<file path="src/rtl/debounce_pkg.sv">
// debounce_pkg: shared types and default sizes for the debouncer.
// Holds the per-channel state type and default W, N, S values.
package debounce_pkg;

   typedef enum logic [1:0] {
      zero,
      wait1,
      one,
      wait0
   } db_state_t;

   localparam int DB_W = 4;
   localparam int DB_N = 22;
   localparam int DB_S = 2;

endpackage

</file>
<file path="src/rtl/debounce_chan.sv">
// debounce_chan: one channel = S-flop synchroniser + FSMD + down-counter.
// Ports: i_clk, i_rst_n, i_sw (raw), o_level, o_rise, o_fall (registered),
//        o_tick_nxt (comb. value the rise|fall registers load next edge).
module debounce_chan
   import debounce_pkg::*;
#(
   parameter int N = DB_N,
   parameter int S = DB_S
) (
   input  logic i_clk,
   input  logic i_rst_n,
   input  logic i_sw,
   output logic o_level,
   output logic o_rise,
   output logic o_fall,
   output logic o_tick_nxt
);

   logic [S-1:0] r_sync;
   db_state_t    r_state;
   db_state_t    w_state_nxt;
   logic [N-1:0] r_q;
   logic [N-1:0] w_q_nxt;
   logic         w_s;
   logic         w_rise_nxt;
   logic         w_fall_nxt;
   logic         r_level;
   logic         r_rise;
   logic         r_fall;

   assign w_s = r_sync[S-1];

   always_ff @(posedge i_clk or negedge i_rst_n) begin
      if (!i_rst_n) begin
         r_sync  <= '0;
         r_state <= zero;
         r_q     <= '0;
         r_level <= 1'b0;
         r_rise  <= 1'b0;
         r_fall  <= 1'b0;
      end else begin
         r_sync  <= {r_sync[S-2:0], i_sw};
         r_state <= w_state_nxt;
         r_q     <= w_q_nxt;
         r_level <= (w_state_nxt == one) || (w_state_nxt == wait0);
         r_rise  <= w_rise_nxt;
         r_fall  <= w_fall_nxt;
      end
   end

   always_comb begin
      w_state_nxt = r_state;
      w_q_nxt     = r_q;
      case (r_state)
         zero: begin
            if (w_s) begin
               w_state_nxt = wait1;
               w_q_nxt     = '1;
            end
         end
         wait1: begin
            if (!w_s)
               w_state_nxt = zero;
            else if (r_q == '0)
               w_state_nxt = one;
            else
               w_q_nxt = r_q - N'(1);
         end
         one: begin
            if (!w_s) begin
               w_state_nxt = wait0;
               w_q_nxt     = '1;
            end
         end
         wait0: begin
            if (w_s)
               w_state_nxt = one;
            else if (r_q == '0)
               w_state_nxt = zero;
            else
               w_q_nxt = r_q - N'(1);
         end
         default: w_state_nxt = zero;
      endcase
   end

   // A tick only on a completed qualification, never on a glitch return.
   assign w_rise_nxt = (r_state == wait1) && (w_state_nxt == one);
   assign w_fall_nxt = (r_state == wait0) && (w_state_nxt == zero);

   assign o_level    = r_level;
   assign o_rise     = r_rise;
   assign o_fall     = r_fall;
   assign o_tick_nxt = w_rise_nxt | w_fall_nxt;

endmodule

</file>
<file path="src/rtl/debounce_multi.sv">
// debounce_multi: W independent debounce channels plus a registered any_tick.
// Ports: clk, reset_n (async, active-low), sw[W], db_level[W], rise_tick[W],
//        fall_tick[W], any_tick (aligned with the tick bits).
module debounce_multi
   import debounce_pkg::*;
#(
   parameter int W = DB_W,
   parameter int N = DB_N,
   parameter int S = DB_S
) (
   input  logic         clk,
   input  logic         reset_n,
   input  logic [W-1:0] sw,
   output logic [W-1:0] db_level,
   output logic [W-1:0] rise_tick,
   output logic [W-1:0] fall_tick,
   output logic         any_tick
);

   logic [W-1:0] w_tick_nxt;
   logic         r_any;

   for (genvar g = 0; g < W; g++) begin : g_chan
      debounce_chan #(
         .N (N),
         .S (S)
      ) u_chan (
         .i_clk      (clk),
         .i_rst_n    (reset_n),
         .i_sw       (sw[g]),
         .o_level    (db_level[g]),
         .o_rise     (rise_tick[g]),
         .o_fall     (fall_tick[g]),
         .o_tick_nxt (w_tick_nxt[g])
      );
   end

   // OR the next-cycle tick values so any_tick lands with the ticks.
   always_ff @(posedge clk or negedge reset_n) begin
      if (!reset_n)
         r_any <= 1'b0;
      else
         r_any <= |w_tick_nxt;
   end

   assign any_tick = r_any;

endmodule

</file>
<file path="config.mk">
export PLATFORM = sky130hd
export DESIGN_NAME = debounce_multi
export DESIGN_NICKNAME = d
export VERILOG_FILES = /design/src/rtl/debounce_pkg.sv /design/src/rtl/debounce_chan.sv /design/src/rtl/debounce_multi.sv
export SDC_FILE = /design/constraint.sdc
export NUM_CORES = 1
export LEC_CHECK = 0
export ABC_CLOCK_PERIOD_IN_PS = 6400
export BUFFER_PORTS_ARGS = -buffer_cell sky130_fd_sc_hd__buf_2
export CELL_PAD_IN_SITES_DETAIL_PLACEMENT = 1
export CELL_PAD_IN_SITES_GLOBAL_PLACEMENT = 2
export CORE_MARGIN = 3
export CORE_UTILIZATION = 25
export DETAILED_ROUTE_END_ITERATION = 16
export PLACE_DENSITY = 0.63
export SLEW_MARGIN = 5
export SYNTH_ARGS = -nofsm -noshare
export SYNTH_HDL_FRONTEND = slang
export SYNTH_HIERARCHICAL = 1
export SYNTH_SLANG_ARGS = --single-unit
</file>
<file path="constraint.sdc">
create_clock -name clk -period 6.4 [get_ports clk]
set_input_delay 0.32 -clock clk [delete_from_list [all_inputs] [get_ports clk]]
set_output_delay 0.32 -clock clk [all_outputs]
set_load 0.02 [all_outputs]
</file>
==> results of run 1 <==
placed cells by master (no fill, tap or decap), types with 4 or more instances in the layout:
| cell | synthesis | routed |
|---|---|---|
| sky130_fd_sc_hd__nor3b_1 | 11 | 11 |
| sky130_fd_sc_hd__nand4_1 | 22 | 22 |
| sky130_fd_sc_hd__nand3b_1 | 4 | 4 |
| sky130_fd_sc_hd__a211o_1 | 8 | 8 |
| sky130_fd_sc_hd__or2_2 | 5 | 5 |
| sky130_fd_sc_hd__o221a_2 | 4 | 4 |
| sky130_fd_sc_hd__o31ai_1 | 5 | 5 |
| sky130_fd_sc_hd__or3_1 | 16 | 16 |
| sky130_fd_sc_hd__or4_1 | 9 | 9 |
| sky130_fd_sc_hd__mux2i_1 | 11 | 11 |
| sky130_fd_sc_hd__ha_1 | 4 | 4 |
| sky130_fd_sc_hd__o22ai_1 | 6 | 6 |
| sky130_fd_sc_hd__nand2b_1 | 15 | 15 |
| sky130_fd_sc_hd__nand3_1 | 28 | 28 |
| sky130_fd_sc_hd__nand2_1 | 44 | 44 |
| sky130_fd_sc_hd__o21ai_0 | 28 | 28 |
| sky130_fd_sc_hd__nor2_1 | 91 | 91 |
| sky130_fd_sc_hd__a311oi_1 | 7 | 7 |
| sky130_fd_sc_hd__o221a_1 | 4 | 4 |
| sky130_fd_sc_hd__nor3_1 | 19 | 19 |
| sky130_fd_sc_hd__clkinv_2 | 0 | 4 |
| sky130_fd_sc_hd__or4_4 | 7 | 7 |
| sky130_fd_sc_hd__a21oi_1 | 35 | 35 |
| sky130_fd_sc_hd__buf_2 | 6 | 17 |
| sky130_fd_sc_hd__inv_1 | 19 | 19 |
| sky130_fd_sc_hd__dfrtp_1 | 114 | 114 |
| sky130_fd_sc_hd__and3_1 | 4 | 4 |
| sky130_fd_sc_hd__a41oi_1 | 5 | 5 |
| sky130_fd_sc_hd__mux2_2 | 4 | 4 |
| sky130_fd_sc_hd__xor2_1 | 8 | 7 |
| sky130_fd_sc_hd__buf_4 | 0 | 5 |
| sky130_fd_sc_hd__clkbuf_16 | 0 | 17 |
| sky130_fd_sc_hd__a31oi_1 | 17 | 17 |
| sky130_fd_sc_hd__nor4_1 | 18 | 18 |
| sky130_fd_sc_hd__bufinv_16 | 0 | 4 |
cell type report:
| class | count | area, um2 | area share (%) |
|---|---|---|---|
| Inverter | 21 | 78.8 | 1.09 |
| Multi-Input combinational cell | 495 | 3090 | 42.9 |
| Clock inverter | 10 | 155 | 2.16 |
| Tap cell | 319 | 399 | 5.54 |
| Clock buffer | 22 | 474 | 6.59 |
| Sequential cell | 114 | 2850 | 39.6 |
| Timing Repair Buffer | 25 | 153 | 2.12 |
cell families after synthesis:
group | count (synthesis) | synth area share (%)
buf+inv | 50 | 4.14
compound gates | 149 | 16.7
xor+xnor | 11 | 1.56
mux | 15 | 2.51
flops | 114 | 46.1
simple gates | 316 | 28.2
fa+ha+maj | 4 | 0.809
flip-flops by register name (all words and copies together) (netlist names):
name and flops:
any_tick 1, g_chan.u_chan/o_fall 4, g_chan.u_chan/o_level 4, g_chan.u_chan/o_rise 4, g_chan.u_chan/r_q 88, g_chan.u_chan/r_state 5, g_chan.u_chan/r_sync 8
worst max-delay path: cells and delay by family (launching register included):
kind	cells	cell delay [ns]
AND/OR/NAND/NOR	3	1.60
AO/OA/AOI/OAI	2	0.57
flip-flops	1	0.42
synthesized netlist by cell type (4+ instances only):
cell and n:
sky130_fd_sc_hd__dfrtp_1 114, sky130_fd_sc_hd__nor2_1 91, sky130_fd_sc_hd__nand2_1 44, sky130_fd_sc_hd__a21oi_1 35, sky130_fd_sc_hd__nand3_1 28, sky130_fd_sc_hd__o21ai_0 28
sky130_fd_sc_hd__nand4_1 22, sky130_fd_sc_hd__inv_1 19, sky130_fd_sc_hd__nor3_1 19, sky130_fd_sc_hd__nor4_1 18, sky130_fd_sc_hd__a31oi_1 17, sky130_fd_sc_hd__or3_1 16
sky130_fd_sc_hd__clkbuf_1 15, sky130_fd_sc_hd__nand2b_1 15, sky130_fd_sc_hd__mux2i_1 11, sky130_fd_sc_hd__nor3b_1 11, sky130_fd_sc_hd__or4_1 9, sky130_fd_sc_hd__a211o_1 8
sky130_fd_sc_hd__xor2_1 8, sky130_fd_sc_hd__a311oi_1 7, sky130_fd_sc_hd__or4_4 7, sky130_fd_sc_hd__buf_2 6, sky130_fd_sc_hd__o22ai_1 6, sky130_fd_sc_hd__a41oi_1 5
sky130_fd_sc_hd__buf_6 5, sky130_fd_sc_hd__o31ai_1 5, sky130_fd_sc_hd__or2_2 5, sky130_fd_sc_hd__and3_1 4, sky130_fd_sc_hd__ha_1 4, sky130_fd_sc_hd__mux2_2 4
sky130_fd_sc_hd__nand3b_1 4, sky130_fd_sc_hd__o221a_1 4, sky130_fd_sc_hd__o221a_2 4
layer usage:
| layer | up-vias | track usage, % | part of all wire [%] |
|---|---|---|---|
| li1 | 2492 | - | - |
| met1 | 2666 | 16.9 | 48 |
| met2 | 45 | 20.8 | 49 |
| met3 | 13 | 2.64 | 1.9 |
| met4 | 0 | 3.96 | 1.3 |
| met5 | - | 0 | 0 |
report_power, final:
group / switching [mW] / internal (mW)
registers: 0.118 / 0.796
clock network: 0.341 / 0.680
logic: 0.0981 / 0.0827
worst min-delay path by stage:
stage,to,slack [ns],cells after the start
final,g_chan[3].u_chan/r_sync[0],0.03,1
after floorplan,any_tick,0.02,0
after global routing,g_chan[3].u_chan/r_sync[0],0.0008,1
after CTS,g_chan[0].u_chan/r_sync[0],0.002,1
after detailed placement,g_chan[0].u_chan/r_sync[1],0.34,0
after global placement,g_chan[0].u_chan/r_sync[1],0.33,0
per-stage QoR:
step	setup WS, ns	instance area (um2)	hold WS [ns]	instances	power (mW)
global route	3.54	7200	0.000779	1006	2.23
global placement	3.87	6540	0.335	971	1.09
floorplan	3.97	6190	0.0244	659	1.04
CTS	3.72	7180	0.00197	1004	2.15
finish	3.70	7200	0.0273	1006	2.12
detailed placement	3.74	6540	0.340	971	1.11
what timing repair did:
action / CTS / global route
resized for setup: 0 / 0
hold buffers: 1 / 2
hold endpoints to repair: 40 / 2
==> out/qor.log, run 1 <==
INFO  run_status     outcome=finished, final reports clean
INFO  detailed_routing avgViaCountPerCell=5.18
INFO  detailed_routing drtAntennaViolNets=0
INFO  placed_design  port_buffers=18
INFO  logic_synthesis yosys_register_bits=114
INFO  logic_synthesis ys_seq_area_share=46.1%
INFO  sta            final.min_clock_period=2.70ns
INFO  global_routing grt_overflow=0
INFO  logic_synthesis synth_edf_count=0
INFO  critical_path  reg2reg_from=g_chan[3].u_chan/r_q[12]
INFO  sta            max_slew.worst_pin.slew=1.12ns
INFO  layout         finalNetCount=684
INFO  detailed_routing route.vias.total=5216
INFO  critical_path  timing.reg2reg.worst_path_depth=5
INFO  die            placement_row_count=56
INFO  detailed_routing route.final.wire_length=16.3mm
INFO  sta            grt_setup_unrepaired=no
INFO  die            die_y=163um
INFO  cts            clkTransAtPathRegs=0.05ns
INFO  logic_synthesis synth.avg_cell_area=9.39um2
INFO  logic_synthesis netlist.top_cell.by_area=sky130_fd_sc_hd__dfrtp_1
INFO  global_routing grt_pass1_vias=5336
INFO  logic_synthesis synth_top_flop_cell=sky130_fd_sc_hd__dfrtp_1
INFO  logic_synthesis synth_fp_nets=669
INFO  global_routing first_pass_grt_wire_length=27.6mm
INFO  critical_path  worst-path-max-fanout=10
INFO  logic_synthesis synth.yosys.warnings=6
INFO  cts            cts-buffers-inserted=17
INFO  layout         area_growth=16.3%
INFO  critical_path  cp.required=6.70ns
INFO  cts            cts_tree=built
INFO  cts            clkLatencyLatePin=0.41ns
INFO  critical_path  cp_data_arrival_time=3.00ns
INFO  critical_path  timing.rr.end=g_chan[3].u_chan/r_q[9]
INFO  logic_synthesis synthDistinctLibCells=64
INFO  cts            cts.sink_count=114
INFO  critical_path  worst_setup_path_start=g_chan[3].u_chan/r_q[12]
INFO  detailed_routing drc_errors=0
INFO  logic_synthesis syn-cell-area=6190um2
INFO  pwr            vdd_ir_drop_max=0.000144V
INFO  critical_path  critPathLaunchType=register
INFO  die            core_area=23900um2
INFO  pwr            pwr_density_cell=294nW/um2
INFO  sta            maxSlewViolCount=0
INFO  sta            finalSetupTns=0ns
INFO  critical_path  worst_setup_path_endpoint=g_chan[3].u_chan/r_q[9]
INFO  critical_path  chain_of_cells_forming_the_critical_path=or4_1 -> nor4_1 -> nand3_1 -> a221o_1 -> a21o_1
INFO  logic_synthesis yosysTopAreaCellShare=46.1%
INFO  layout         fin_util=30.1%
INFO  critical_path  kind_of_end_point_of_the_critical_path=register
INFO  global_routing grt_usage=12.7%
INFO  sta            slew_headroom=24.5%
INFO  pwr            p_leak=2.53nW
INFO  cts            post_cts.repair.setup_buffers=0
INFO  detailed_routing first_iter_violations=204
INFO  detailed_routing detail_route.first_pass.iterations=4
INFO  layout         share_of_post_route_cells_with_drive_strength_above_1=13.7%
INFO  sta            fmax=371MHz
INFO  critical_path  path_class=register to register
INFO  logic_synthesis ys_async_sr_fraction=100%
INFO  logic_synthesis synth_top_cells_by_area=sky130_fd_sc_hd__dfrtp_1 (46%), sky130_fd_sc_hd__nor2_1 (5.5%), sky130_fd_sc_hd__a21oi_1 (2.8%)
INFO  global_routing antenna_violations_before_repair=0
INFO  worst_hold_path min_from=sw[3]
INFO  sta            layout_worst_path_cycle_share=42.2%
INFO  die            die_w=163um
INFO  sta            hold_violations=0
INFO  logic_synthesis synthesis.instances=659
INFO  critical_path  critical_path.slowest_cell=sky130_fd_sc_hd__or4_1
INFO  critical_path  reg2reg_setup_slack=3.70ns
INFO  sta            timing.clock.skew=0.00808ns
INFO  layout         n_antenna_cell=0
INFO  job            timing.max_cap.violations=0
INFO  layout         fillerInstances=2750
INFO  cts            cts.htree.levels=4
INFO  sta            finalSetupViolations=0
INFO  critical_path  max_stage_delay=0.67ns
INFO  detailed_routing avgRoutedWirePerCell=16.2um
INFO  die            io-pin-count=19
INFO  die            die_area=26700um2
INFO  cts            cts-root-buf=sky130_fd_sc_hd__clkbuf_16
INFO  worst_hold_path holdCritPathClass=primary input to register
INFO  cts            ctsLongestPathBuffers=2
INFO  placed_design  detailedPlacementHpwl=10.8mm
INFO  placed_design  gp_congestion=0.754
INFO  die            initial_core_util=25.9%
INFO  global_routing grt_max_degree=75
(Power assumes the default switching activity.)
==> run 2, diff against run 1 <==
--- a/config.mk
+++ b/config.mk
@@ -5,7 +5,7 @@
 export SDC_FILE = /design/constraint.sdc
 export NUM_CORES = 1
 export LEC_CHECK = 0
-export ABC_CLOCK_PERIOD_IN_PS = 6400
+export ABC_CLOCK_PERIOD_IN_PS = 2500
 export BUFFER_PORTS_ARGS = -buffer_cell sky130_fd_sc_hd__buf_2
 export CELL_PAD_IN_SITES_DETAIL_PLACEMENT = 1
 export CELL_PAD_IN_SITES_GLOBAL_PLACEMENT = 2
==> constraint.sdc (replaced) <==
create_clock -name clk -period 2.5 [get_ports clk]
set_input_delay 0.125 -clock clk [delete_from_list [all_inputs] [get_ports clk]]
set_output_delay 0.125 -clock clk [all_outputs]
set_load 0.02 [all_outputs]
==> run 2 against run 1 <==
Against the previous run: first-iteration DRC count rose by 29%; clock skew grew 0.0022 ns; largest cell class unchanged; highest routed layer unchanged; clock power is 120% higher; count of clock-buffer cells in the layout grew 4; die area unchanged; register-to-register slack worse by 3.6 ns.
==> out/qor.log, run 2 (synthesis results as in run 1) <==
INFO  critical_path  critical-path-top-cell-by-count=sky130_fd_sc_hd__or4_4
INFO  die            placement_row_count=56 [unchanged]
INFO  global_routing grt_pass1_vias=5567 [+4.3%]
INFO  layout         flip_flop_count_of_the_largest_register_after_layout=88 [unchanged]
INFO  layout         finalNetCount=718 [+5.0%]
INFO  cts            cts.htree.levels=4 [unchanged]
INFO  critical_path  critical_path_depth=5 [unchanged]
INFO  cts            cts-root-buf=sky130_fd_sc_hd__clkbuf_16
INFO  sta            finalSetupViolations=0 [unchanged]
INFO  run_status     outcome=finished, final reports clean
INFO  placed_design  dp_cells=1001 [+3.1%]
INFO  placed_design  pre_cts_slack=0.0417ns [-3.70 ns]
INFO  critical_path  path_delay_family=simple AND/OR/NAND/NOR gates
INFO  die            io-pin-count=19 [unchanged]
INFO  detailed_routing avgRoutedWirePerCell=16.2um [about the same]
INFO  critical_path  critPathLaunchType=register
INFO  critical_path  worst-path-max-fanout=5 [-5]
INFO  job            timing.max_cap.violations=0 [unchanged]
INFO  critical_path  chain_of_cells_forming_the_critical_path=or4_4 -> or4_4 -> or3_4 -> o211a_1 -> a211oi_1
INFO  global_routing grt_overflow=0 [unchanged]
INFO  layout         n_antenna_cell=0 [unchanged]
INFO  sta            slew_headroom=55.4% [+31 points]
INFO  layout         fin_util=31.0% [+0.87 points]
INFO  detailed_routing detail_route.first_pass.iterations=4 [unchanged]
INFO  critical_path  cp_data_arrival_time=2.76ns [-0.24 ns]
INFO  sta            final.min_clock_period=2.44ns [-0.259 ns]
INFO  cts            cts.sink_count=114 [unchanged]
INFO  cts            cts-buffers-inserted=17 [unchanged]
INFO  global_routing first_pass_grt_wire_length=28.6mm [+3.7%]
INFO  layout         area_growth=19.7%
INFO  layout         mostFrequentLayoutCell=sky130_fd_sc_hd__dfrtp_1
INFO  critical_path  cp.required=2.82ns [-3.88 ns]
INFO  critical_path  reg2reg_setup_slack=0.06ns [-3.64 ns]
INFO  die            die_w=163um [unchanged]
INFO  cts            clkLatencyLatePin=0.41ns [about the same]
INFO  critical_path  max_stage_delay=0.56ns [-0.11 ns]
INFO  sta            timing.clock.skew=0.0103ns [+0.00222 ns]
INFO  cts            cts_tree=built
INFO  sta            layout_worst_path_cycle_share=97.6% [+55 points]
INFO  layout         commonest_non_fill_non_tap_cells_in_the_layout=sky130_fd_sc_hd__dfrtp_1 (114), sky130_fd_sc_hd__nor2_1 (91), sky130_fd_sc_hd__nand2_1 (44)
INFO  placed_design  port_buffers=18 [unchanged]
INFO  die            initial_core_util=25.9% [unchanged]
INFO  critical_path  worst_setup_path_start=g_chan[3].u_chan/r_q[12]
INFO  cts            clkTransAtPathRegs=0.06ns [about the same]
INFO  critical_path  reg2reg_from=g_chan[3].u_chan/r_q[12]
INFO  sta            hold_violations=0 [unchanged]
INFO  die            core_area=23900um2 [unchanged]
INFO  cts            ctsLongestPathBuffers=2 [unchanged]
INFO  sta            max_slew.worst_pin.slew=0.666ns [-0.459 ns]
INFO  detailed_routing drc_errors=0 [unchanged]
INFO  critical_path  worst_setup_path_endpoint=g_chan[3].u_chan/r_q[18]
INFO  sta            fin_ws=0.0612ns [-3.64 ns]
INFO  sta            maxSlewViolCount=0 [unchanged]
INFO  detailed_routing route.final.wire_length=16.8mm [+3.3%]
INFO  detailed_routing drtAntennaViolNets=0 [unchanged]
INFO  detailed_routing first_iter_violations=264 [+29%]
INFO  placed_design  gp_congestion=0.749 [-0.58%]
INFO  layout         final-instance-count-excl-fill=1039 [+3.3%]
INFO  pwr            vdd_ir_drop_max=0.000385V [+170%]
INFO  die            die_area=26700um2 [unchanged]
INFO  critical_path  timing.reg2reg.worst_path_depth=5 [unchanged]
INFO  global_routing grt_max_degree=61 [-19%]
INFO  critical_path  path_class=register to register
INFO  detailed_routing avgViaCountPerCell=5.15 [-0.74%]
INFO  sta            fmax=410MHz [+11%]
INFO  pwr            p_leak=2.67nW [+5.6%]
INFO  die            die_y=163um [unchanged]
INFO  global_routing antenna_violations_before_repair=0 [unchanged]
INFO  layout         largest_register=g_chan.u_chan/r_q
INFO  layout         share_of_post_route_cells_with_drive_strength_above_1=17.9% [+4.2 points]
INFO  worst_hold_path holdCritPathClass=primary input to async pin
INFO  detailed_routing route.vias.total=5347 [+2.5%]
INFO  placed_design  detailedPlacementHpwl=11.6mm [+6.8%]
INFO  pwr            power=5.10mW [+140%]
INFO  critical_path  crit_buf_inv=0 [unchanged]
INFO  layout         largest_registers=g_chan.u_chan/r_q (88), g_chan.u_chan/r_sync (8), g_chan.u_chan/r_state (5)
INFO  pwr            pwr_density_cell=688nW/um2 [+130%]
INFO  critical_path  kind_of_end_point_of_the_critical_path=register
INFO  global_routing grt_usage=13.3% [+0.57 points]
INFO  critical_path  timing.rr.end=g_chan[3].u_chan/r_q[18]
INFO  critical_path  critical_path.slowest_cell=sky130_fd_sc_hd__or4_4
[run 2: metrics by stage]
stage | instance area [um2] | setup TNS (ns) | hold WS [ns]
global route | 7410 | -0.00122 | 0.188
detailed placement | 6770 | 0 | 0.0718
floorplan | 6190 | 0 | -0.171
global placement | 6770 | 0 | 0.0659
CTS | 7360 | 0 | 0.168
finish | 7410 | 0 | 0.160
[run 2: layout make-up]
class	count	area, um2
Clock inverter	5	25.0
Sequential cell	114	2850
Fill cell	2723	16500
Clock buffer	26	519
Multi-Input combinational cell	495	3110
Timing Repair Buffer	59	425
Tap cell	319	399
Inverter	21	78.8
[run 2: worst min path at each step]
stage	endpoint	slack [ns]	cells past startpoint
floorplan	any_tick	-0.17	0
CTS	g_chan[3].u_chan/r_q[19]	0.17	2
finish	g_chan[3].u_chan/r_q[19]	0.16	2
detailed placement	g_chan[3].u_chan/r_q[19]	0.07	1
global placement	g_chan[3].u_chan/r_q[19]	0.07	1
global route	g_chan[3].u_chan/r_q[19]	0.19	2
[run 2: timing repair]
item                                   4_1_cts  5_1_grt
hold buffers                                 5        0
setup endpoints to repair                    0        5
resized for setup                            0        6
endpoints found under the hold margin       27        0
buffers inserted                             0        2
[run 2: layer usage]
| layer | GRT usage (%) | vias up | routed length [um] |
|---|---|---|---|
| met1 | 17.2 | 2736 | 7950 |
| met4 | 3.61 | 0 | 193 |
| met3 | 3.02 | 13 | 371 |
| li1 | - | 2555 | - |
| met2 | 22.3 | 43 | 8300 |
| met5 | 0 | - | 0 |
[run 2: where the power goes]
group	leakage, nW	switching (mW)	internal (mW)
Clock	0.276	0.848	1.41
Sequential	1.17	0.274	2.04
Combinational	1.23	0.286	0.238
